<file path="src/rtl/cc_bus_arbiter_if.sv">
// Handshake bundle between the bus masters and the round-robin bus arbiter.
// Masters drive req/done; the arbiter returns grant, owner and status.
interface cc_bus_arbiter_if #(
   parameter int unsigned NUM_REQ  = 4,
   parameter int unsigned REQ_BITS = 2
) ();

   logic [NUM_REQ-1:0]  req;
   logic [NUM_REQ-1:0]  done;
   logic [NUM_REQ-1:0]  grant;
   logic [REQ_BITS-1:0] owner;
   logic                bus_busy;
   logic                timeout_err;

   modport master (
      output req,
      output done,
      input  grant,
      input  owner,
      input  bus_busy,
      input  timeout_err
   );

   modport slave (
      input  req,
      input  done,
      output grant,
      output owner,
      output bus_busy,
      output timeout_err
   );

endinterface

</file>
<file path="src/rtl/cc_bus_arbiter.sv">
// Round-robin arbiter for the shared data bus: registered one-hot grant, one dead
// turnaround cycle between tenures, and revocation of grants held past TIMEOUT cycles.
module cc_bus_arbiter #(
   parameter int unsigned NUM_REQ  = 4,
   parameter int unsigned REQ_BITS = 2,
   parameter int unsigned TIMEOUT  = 256,
   parameter int unsigned CNT_BITS = 16
) (
   input logic              clk,
   input logic              reset_n,
   cc_bus_arbiter_if.slave  bus
);

   typedef enum logic [1:0] {StIdle, StGrant, StTurn} state_e;

   localparam logic [CNT_BITS-1:0] TimeoutLast = CNT_BITS'((TIMEOUT == 0) ? 0 : TIMEOUT - 1);

   state_e              state_q, state_d;
   logic [NUM_REQ-1:0]  grant_q, grant_d;
   logic [REQ_BITS-1:0] owner_q, owner_d;
   logic [REQ_BITS-1:0] last_q, last_d;
   logic [CNT_BITS-1:0] cnt_q, cnt_d;
   logic                busy_q, busy_d;
   logic                terr_q, terr_d;

   logic                found;
   logic [REQ_BITS-1:0] pick_idx;
   logic [REQ_BITS-1:0] cand;
   int unsigned         cand_sum;
   logic                rel_owner;
   logic                hit_to;

   // Search starts one past the previous winner so the last owner ranks lowest.
   always_comb begin
      found    = 1'b0;
      pick_idx = '0;
      cand     = '0;
      cand_sum = 0;
      for (int unsigned i = 1; i <= NUM_REQ; i++) begin
         cand_sum = (32'(last_q) + i) % NUM_REQ;
         cand     = REQ_BITS'(cand_sum);
         if (!found && bus.req[cand]) begin
            found    = 1'b1;
            pick_idx = cand;
         end
      end
   end

   assign rel_owner = bus.done[owner_q] | ~bus.req[owner_q];
   assign hit_to    = (TIMEOUT != 0) && (cnt_q == TimeoutLast);

   always_comb begin
      state_d = state_q;
      grant_d = grant_q;
      owner_d = owner_q;
      last_d  = last_q;
      cnt_d   = cnt_q;
      terr_d  = 1'b0;
      unique case (state_q)
         StIdle: begin
            if (found) begin
               grant_d           = '0;
               grant_d[pick_idx] = 1'b1;
               owner_d           = pick_idx;
               last_d            = pick_idx;
               cnt_d             = '0;
               state_d           = StGrant;
            end
         end
         StGrant: begin
            if (rel_owner || hit_to) begin
               grant_d = '0;
               state_d = StTurn;
               // A concurrent done or dropped request makes this a normal release.
               terr_d  = hit_to & ~rel_owner;
            end else if (cnt_q != '1) begin
               cnt_d = cnt_q + CNT_BITS'(1);
            end
         end
         StTurn: begin
            state_d = StIdle;
         end
         default: begin
            grant_d = '0;
            state_d = StIdle;
         end
      endcase
      busy_d = |grant_d;
   end

   always_ff @(posedge clk or negedge reset_n) begin
      if (!reset_n) begin
         state_q <= StIdle;
         grant_q <= '0;
         owner_q <= '0;
         last_q  <= REQ_BITS'(NUM_REQ - 1);
         cnt_q   <= '0;
         busy_q  <= 1'b0;
         terr_q  <= 1'b0;
      end else begin
         state_q <= state_d;
         grant_q <= grant_d;
         owner_q <= owner_d;
         last_q  <= last_d;
         cnt_q   <= cnt_d;
         busy_q  <= busy_d;
         terr_q  <= terr_d;
      end
   end

   assign bus.grant       = grant_q;
   assign bus.owner       = owner_q;
   assign bus.bus_busy    = busy_q;
   assign bus.timeout_err = terr_q;

endmodule

</file>
<file path="src/flat_wrapper.sv">
// flat-port wrapper written by rule: the top's interface ports become plain ports
module cc_bus_arbiter_flat 
#(
   parameter int unsigned NUM_REQ  = 4,
   parameter int unsigned REQ_BITS = 2,
   parameter int unsigned TIMEOUT  = 256,
   parameter int unsigned CNT_BITS = 16
)
  (clk, reset_n, bus_req, bus_done, bus_grant, bus_owner, bus_bus_busy, bus_timeout_err);
  cc_bus_arbiter_if #(.NUM_REQ(NUM_REQ), .REQ_BITS(REQ_BITS)) bus_i ();
  input logic clk;
  input logic reset_n;
  input wire logic [$bits(bus_i.req)-1:0] bus_req;
  input wire logic [$bits(bus_i.done)-1:0] bus_done;
  output wire logic [$bits(bus_i.grant)-1:0] bus_grant;
  output wire logic [$bits(bus_i.owner)-1:0] bus_owner;
  output wire logic [$bits(bus_i.bus_busy)-1:0] bus_bus_busy;
  output wire logic [$bits(bus_i.timeout_err)-1:0] bus_timeout_err;
  assign bus_i.req = bus_req;
  assign bus_i.done = bus_done;
  assign bus_grant = bus_i.grant;
  assign bus_owner = bus_i.owner;
  assign bus_bus_busy = bus_i.bus_busy;
  assign bus_timeout_err = bus_i.timeout_err;
  cc_bus_arbiter #(.NUM_REQ(NUM_REQ), .REQ_BITS(REQ_BITS), .TIMEOUT(TIMEOUT), .CNT_BITS(CNT_BITS)) u_core (.clk(clk), .reset_n(reset_n), .bus(bus_i));
endmodule
</file>
<file path="config.mk">
export PLATFORM = sky130hd
export DESIGN_NAME = cc_bus_arbiter_flat
export DESIGN_NICKNAME = d
export VERILOG_FILES = /design/src/rtl/cc_bus_arbiter_if.sv /design/src/rtl/cc_bus_arbiter.sv /design/src/flat_wrapper.sv
export SDC_FILE = /design/constraint.sdc
export NUM_CORES = 1
export LEC_CHECK = 0
export ABC_AREA = 1
export ABC_CLOCK_PERIOD_IN_PS = 1800
export CORE_ASPECT_RATIO = 1.1
export CORE_UTILIZATION = 40
export CTS_CLUSTER_DIAMETER = 40
export DETAILED_ROUTE_END_ITERATION = 12
export SLEW_MARGIN = 20
export SYNTH_ARGS = -nofsm -noshare
export SYNTH_HDL_FRONTEND = slang
export SYNTH_SLANG_ARGS = --single-unit
</file>
<file path="constraint.sdc">
create_clock -name clk -period 1.8 [get_ports clk]
set_input_delay 0.27 -clock clk [delete_from_list [all_inputs] [get_ports clk]]
set_output_delay 0.27 -clock clk [all_outputs]
set_load 0.02 [all_outputs]
</file>
# ---- Word level (Yosys, flattened, before mapping)
# Cells that the tools add are included.
dict set report op_classes {
  magnitude_cmp 7
  add_sub_neg 5
  n_eq_ne 8
  n_mux 34
  reduce_logical 14
  bitwise_logic 4
}
# cell count
set op_table {}
lappend op_table {{2-to-1 mux 16 bit} 3}
lappend op_table {{case mux 16 bit (2 select lines)} 1}
lappend op_table {{< comparator 2 x 3 -> 1 bit (second input constant)} 6}
lappend op_table {{adder 16 x 1 -> 16 bit (second input constant)} 1}
lappend op_table {{== test 16 x 8 -> 1 bit (second input constant)} 1}
lappend op_table {{inequality test 16 bit (second input constant)} 1}
lappend op_table {{2-to-1 mux 1 bit} 13}
lappend op_table {{binary-select mux 1 bit (select 2 bit)} 6}
lappend op_table {{2-to-1 mux 2 bit} 6}
lappend op_table {{case mux 4 bit (3 select lines)} 1}
lappend op_table {{2-to-1 mux 4 bit} 2}
lappend op_table {{inequality test 2 x 1 -> 1 bit (second input constant)} 3}
lappend op_table {{adder 2 x 1 -> 2 bit (second input constant)} 2}
lappend op_table {{adder 2 bit (second input constant)} 2}
lappend op_table {{logical AND 1 bit} 4}
lappend op_table {{case mux 2 bit (2 select lines)} 1}
lappend op_table {{AND reduction 2 bit} 2}
lappend op_table {{AND reduction 4 bit} 1}
lappend op_table {{OR reduction 4 bit} 1}
lappend op_table {{logical NOT 1 bit} 3}
lappend op_table {{demux 1 bit (select 2 bit)} 1}
lappend op_table {{== test 2 x 1 -> 1 bit (second input constant)} 1}
lappend op_table {{== test 2 bit (second input constant)} 1}
lappend op_table {{greater-or-equal comparator 2 x 1 -> 1 bit (second input constant)} 1}
lappend op_table {{7 further kinds} 8}
dict set report word_totals {
  out_inout_bits 8
  reg_bits 28
  in_bits 10
  elab_cells 79
}

# ---- Logic depth before layout (Yosys ltp)
dict set report depth {
  ltp_word 20
  mapped_depth 15
}

# ---- Worst setup path before layout
# No wires, ideal clock.
dict set report synth_timing {
  path_kind {register to register}
  start {register u_core.last_q[0]}
  end {register u_core.cnt_q[13]}
  slack_ns 0.105
  arrival_ns 1.578
  path_stages_with_launch 12
  n_path_buf 2
  path_cell_list {dfstp_2 buf_4 nand2_1 nand3_1 nand2_1 nor2_8 nand4_2 nand3_4 inv_4 buf_6 nand3_1 nand2_1}
}
dict set report synth_via {
  elab_chain_cells 15
  word_cells_on_any_way 24
}
# item line_no
set synth_lines {}
lappend synth_lines {{start: declaration} cc_bus_arbiter.sv:21} ;# logic [REQ_BITS-1:0] last_q, last_d;
lappend synth_lines {{start signal: assignment} cc_bus_arbiter.sv:96} ;# last_q <= REQ_BITS'(NUM_REQ - 1);
lappend synth_lines {{start signal: assignment} cc_bus_arbiter.sv:104} ;# last_q <= last_d;
lappend synth_lines {{adder 2 x 1 -> 2 bit} cc_bus_arbiter.sv:40} ;# cand_sum = (32'(last_q) + i) % NUM_REQ;
lappend synth_lines {{binary-select mux 1 bit (select 2 bit)} cc_bus_arbiter.sv:42} ;# if (!found && bus.req[cand]) begin
lappend synth_lines {{2-to-1 mux 1 bit (not written as such)} cc_bus_arbiter.sv:42}
lappend synth_lines {{2-to-1 mux 1 bit} cc_bus_arbiter.sv:42}
lappend synth_lines {{logical NOT 1 bit} cc_bus_arbiter.sv:42}
lappend synth_lines {{logical AND 1 bit} cc_bus_arbiter.sv:42}
lappend synth_lines {{2-to-1 mux 1 bit} cc_bus_arbiter.sv:42}
lappend synth_lines {{logical NOT 1 bit} cc_bus_arbiter.sv:42}
lappend synth_lines {{logical AND 1 bit} cc_bus_arbiter.sv:42}
lappend synth_lines {{2-to-1 mux 1 bit} cc_bus_arbiter.sv:42}
lappend synth_lines {{logical NOT 1 bit} cc_bus_arbiter.sv:42}
lappend synth_lines {{logical AND 1 bit} cc_bus_arbiter.sv:42}
lappend synth_lines {{2-to-1 mux 1 bit (*)} cc_bus_arbiter.sv:42}
lappend synth_lines {{inequality test 2 x 1 -> 1 bit (no source line) (*)} n/a}
lappend synth_lines {{AND reduction 4 bit (no source line) (*)} n/a}
lappend synth_lines {{end signal: assignment} cc_bus_arbiter.sv:105} ;# cnt_q <= cnt_d;
lappend synth_lines {{end: declaration} cc_bus_arbiter.sv:22} ;# logic [CNT_BITS-1:0] cnt_q, cnt_d;
# Every way passes the cells marked *; elsewhere a longest branch is shown, timed or not. The select of a mux whose other input is x is not followed.
# A chain may end at the register's enable or synchronous reset.

# ---- Final worst setup path
dict set report layout_timing {
  start {register u_core.last_q[0]}
  end {register u_core.busy_q, in the netlist u_core.bus.bus_busy}
}
dict set report layout_via {
  elab_chain_cells 20
  word_cells_on_any_way 34
}
# item line_no
set layout_lines {}
lappend layout_lines {{adder 2 x 1 -> 2 bit} cc_bus_arbiter.sv:40}
lappend layout_lines {{binary-select mux 1 bit (select 2 bit)} cc_bus_arbiter.sv:42}
lappend layout_lines {{2-to-1 mux 1 bit (not written as such)} cc_bus_arbiter.sv:42}
lappend layout_lines {{2-to-1 mux 1 bit} cc_bus_arbiter.sv:42}
lappend layout_lines {{logical NOT 1 bit} cc_bus_arbiter.sv:42}
lappend layout_lines {{logical AND 1 bit} cc_bus_arbiter.sv:42}
lappend layout_lines {{2-to-1 mux 1 bit} cc_bus_arbiter.sv:42}
lappend layout_lines {{logical NOT 1 bit} cc_bus_arbiter.sv:42}
lappend layout_lines {{[... 6 more ...]} n/a}
lappend layout_lines {{logical AND 1 bit (not written as such)} cc_bus_arbiter.sv:63} ;# grant_d[pick_idx] = 1'b1;
lappend layout_lines {{2-to-1 mux 1 bit (not written as such)} cc_bus_arbiter.sv:63}
lappend layout_lines {{demux 1 bit (select 2 bit)} n/a}
lappend layout_lines {{2-to-1 mux 4 bit (*)} cc_bus_arbiter.sv:61} ;# if (found) begin
lappend layout_lines {{case mux 4 bit (3 select lines) (*)} cc_bus_arbiter.sv:59} ;# unique case (state_q)
lappend layout_lines {{via u_core.grant_d[1]} cc_bus_arbiter.sv:19} ;# logic [NUM_REQ-1:0] grant_q, grant_d;
lappend layout_lines {{OR reduction 4 bit (*)} cc_bus_arbiter.sv:88} ;# busy_d = |grant_d;
lappend layout_lines {{via u_core.busy_d} cc_bus_arbiter.sv:23} ;# logic busy_q, busy_d;
lappend layout_lines {{end signal: assignment} cc_bus_arbiter.sv:106} ;# busy_q <= busy_d;
lappend layout_lines {{end: declaration} cc_bus_arbiter.sv:23}
# Mark *: on every way through the listed nets, which the timed path passes. The rest lies on a longest branch. The select of a mux whose other input is x is not followed.

==> results.md <==
* Clock buffer depth at 2
* Post-Synth Simple-Gate Area at 0.452
* Critical path cell sequence: clkinv_4, buf_6, nand2_1, nand3_1, nand2_4, nor2_8, nand3_2, nand2_4, nor2_1, nand2_1, nand2_1, nor2_1, nand2_1
* Vias per inst at 4.92
* DIE WIDTH at 68.0 um
* Peak VDD IR at 0.841 mV
* Layout cell share with drive strength beyond 1 at 0.242
* Hold slack at 0.356 ns
* Failing checks: setup timing
* Largest family of logic cells by synthesized area: simple AND/OR/NAND/NOR gates
* Outcome: finished, violations left
* # nets final at 326
* Sequential Power Share at 0.225
* CTS Hold Bufs at 0
* CTS H-Tree Depth at 1
* Top FF cell, synth: dfrtp_1
* Die Area at 5070 sq um
* Power per cell area at 1580 nW/um^2
* Clk_lat worst skew at 0.28 ns
* Fmax at 546 MHz
* R2R cell count at 13
* Die extent in y at 74.6 um
* Yosys top cell area share at 0.340
* RD Place Congestion at 0.878
* Largest cells by area after synthesis: dfrtp_1 34%, nand2_1 19%, nand3_1 6.8%, xor2_1 5.5%, nor2_1 5.3%
* YS warnings at 0
* Least-Margin Pin Slew at 0.351 ns
* Antenna cells at 0
* Routed Wire Length at 4560 um
* RSZ-0062 raised after global routing: yes
* Crit path max fanout at 7
* Commonest cells in the netlist: 97 x nand2_1, 27 x nor2_1, 26 x dfrtp_1, 26 x nand3_1, 22 x inv_1
* Vias in the first global route at 1664
* Most frequent cell after synthesis: nand2_1
* Final period util at 1.02
* First-pass GRT wire length at 7420 um
* Core outline area at 4620 sq um
* Crit path largest cell delay at 0.62 ns
* Worst rel slew slack at 0.766
* Worst endpoint required time at 2.01 ns
* Static Leak at 1.23 nW
* Internal power at 2.07 mW
* Initial antenna violation count at 0
* Post-Synth Adder-Cell Area at 0.00654
* Syn Inst Count at 270
* Final Skew at 0.0117 ns
* Clock power share at 0.089
* Finished layout cell area at 2500 sq um
* Post-synthesis cell type count at 29
* Port Buf Inserts at 17
* Final Hold Fails at 0
* CTS root buf: clkbuf_8
* Switching Share at 0.477
* Reg2reg setup slack at -0.03 ns
* Syn Std Cell Area at 1910 sq um
* Antenna Nets Post-Route at 0
* Max_cap viols at 0
* Combinational power share at 0.686
* Effective utilization at floorplan at 0.414
* Syn avg cell area at 7.09 sq um
* Sequential area share after synthesis at 0.367
* Syn Nets at 281
* Slowest-stage cell, CP: dfstp_2
* Kind of end point of the critical path: register
* GR Util All Layers at 0.192
* CTS Sinks at 28
* Drt pass-1 iters at 6
* Setup ws final at -0.0302 ns
* Asr flop ratio synth at 1.00
* Drt initial violations at 79
* Post-DP Area at 2290 sq um
* Slew Viols, Final at 0
* CP arrival at 2.05 ns
* Area Overhead vs Synth at 30.8%
* CP Launch Type: register
* Total gr overflow at 0
* Reg-to-reg endpoint: u_core.bus.bus_busy
* Post-synthesis mux area share at 0
* Largest net degree at the start of global routing at 29
* Switching Power at 1.89 mW
* Clock transition at the registers of the reported paths at 0.10 ns
* Compound-Gate Fraction of Synth Area at 0.0359
* FF-to-FF Start: u_core.last_q[0]
* Yosys reg bits at 28
* Via count at 1822
* Final critical-path required period at 1.83 ns
* Xor/xnor share of the synthesized area at 0.0595
* Rows at 26
* Num CTS Buffers at 3
* Setup violators final at 6
* Min-delay worst type: in -> async
* CTS tree: yes
* Synth area leader: dfrtp_1
* Post-DR wirelength/cell at 12.3 um
* Remaining DRCs at 0
* Post-synth EDFFs at 0
* Top Ports at 18
* Crit Path Class: reg -> reg
* Most frequent CP cell: nand2_1
* DP HPWL at 3280 um
critical path: cells and delay by family (launching register included):
kind	cells	cell delay [ns]
buffers and inverters	2	0.25
DFF	1	0.62
and+or+nand+nor	11	0.91
through the flow:
step	util	power (mW)	setup TNS [ns]	std cells	worst slack, ns
2_1_floorplan	-	2.43	0	270	0.105
3_3_place_gp	0.496	3.21	-2.21	360	-0.148
3_5_place_dp	0.496	3.23	-3.06	360	-0.196
4_1_cts	0.516	3.70	0	366	0.00106
5_1_grt	0.542	4.31	-2.93	370	-0.202
6_report	0.542	3.96	-0.0879	370	-0.0302
layout by cell type (no fill, tap or decap), types with 2 or more instances in the layout:
cell type,instances
buf_12,2
buf_4,21
buf_6,4
clkbuf_8,3
clkdlybuf4s50_1,17
dfrtp_1,26
dfstp_2,2
inv_1,22
inv_2,2
inv_4,2
nand2_1,81
nand2_2,15
nand2_4,8
nand3_1,23
nand3_2,7
nand3b_1,2
nand4_1,7
nor2_1,27
nor3_1,5
o21ai_0,8
o21ai_1,3
xor2_1,12
cells by family (layout without fill, tap and decap cells):
family	Yosys count	in the layout
compound gates	13	13
xor+xnor	13	13
fa+ha+maj	1	1
buf+inv	33	77
flops	28	28
simple gates	182	182
how the worst max path moves through the flow:
stage | cells after the start | slack, ns | to | startpoint
after floorplan | 11 | 0.10 | u_core.cnt_q[13] | u_core.last_q[0]
after CTS | 14 | 0.001 | u_core.bus.bus_busy | u_core.last_q[0]
after global routing | 12 | -0.20 | u_core.bus.bus_busy | u_core.last_q[0]
final | 13 | -0.03 | u_core.bus.bus_busy | u_core.last_q[0]
after global placement | 13 | -0.15 | u_core.bus.bus_busy | bus_req[3]
after detailed placement | 11 | -0.20 | u_core.bus.owner[0] | bus_req[2]
power by group through the flow:
stage	registers (mW)	clock network (mW)	logic [mW]
floorplan	0.947	0	1.49
global placement	0.904	0	2.31
detailed placement	0.900	0	2.33
CTS	0.885	0.368	2.45
global route	0.908	0.385	3.02
finish	0.891	0.353	2.71
registers in the layout (all words and copies together), names as in the netlist:
name                    cells
u_core.cnt_q               16
u_core.bus.grant            4
u_core.bus.owner            2
u_core.last_q               2
u_core.state_q              2
u_core.bus.bus_busy         1
u_core.bus.timeout_err      1
what timing repair did:
action	CTS	global route
cloned	0	1
pin swaps	0	1
endpoints found under the setup margin	9	24
setup buffers	2	3
resized for setup	7	33
per-layer routing:
layer	global-route usage	up-vias	share of wire
met2	0.294	36	0.44
li1	-	950	-
met3	0.0276	6	0.040
met5	0	-	0
met4	0.0463	0	0.0088
met1	0.280	830	0.51
layout make-up:
type,instances,area [sq um]
fillers,458,2120
multi-input cells,209,1140
flip-flops and latches,28,703
repair buffers,45,418
inverters,28,123
well taps,56,70.1
clock buffers,4,45.0
Note: power is estimated with default switching activity, not from simulation.
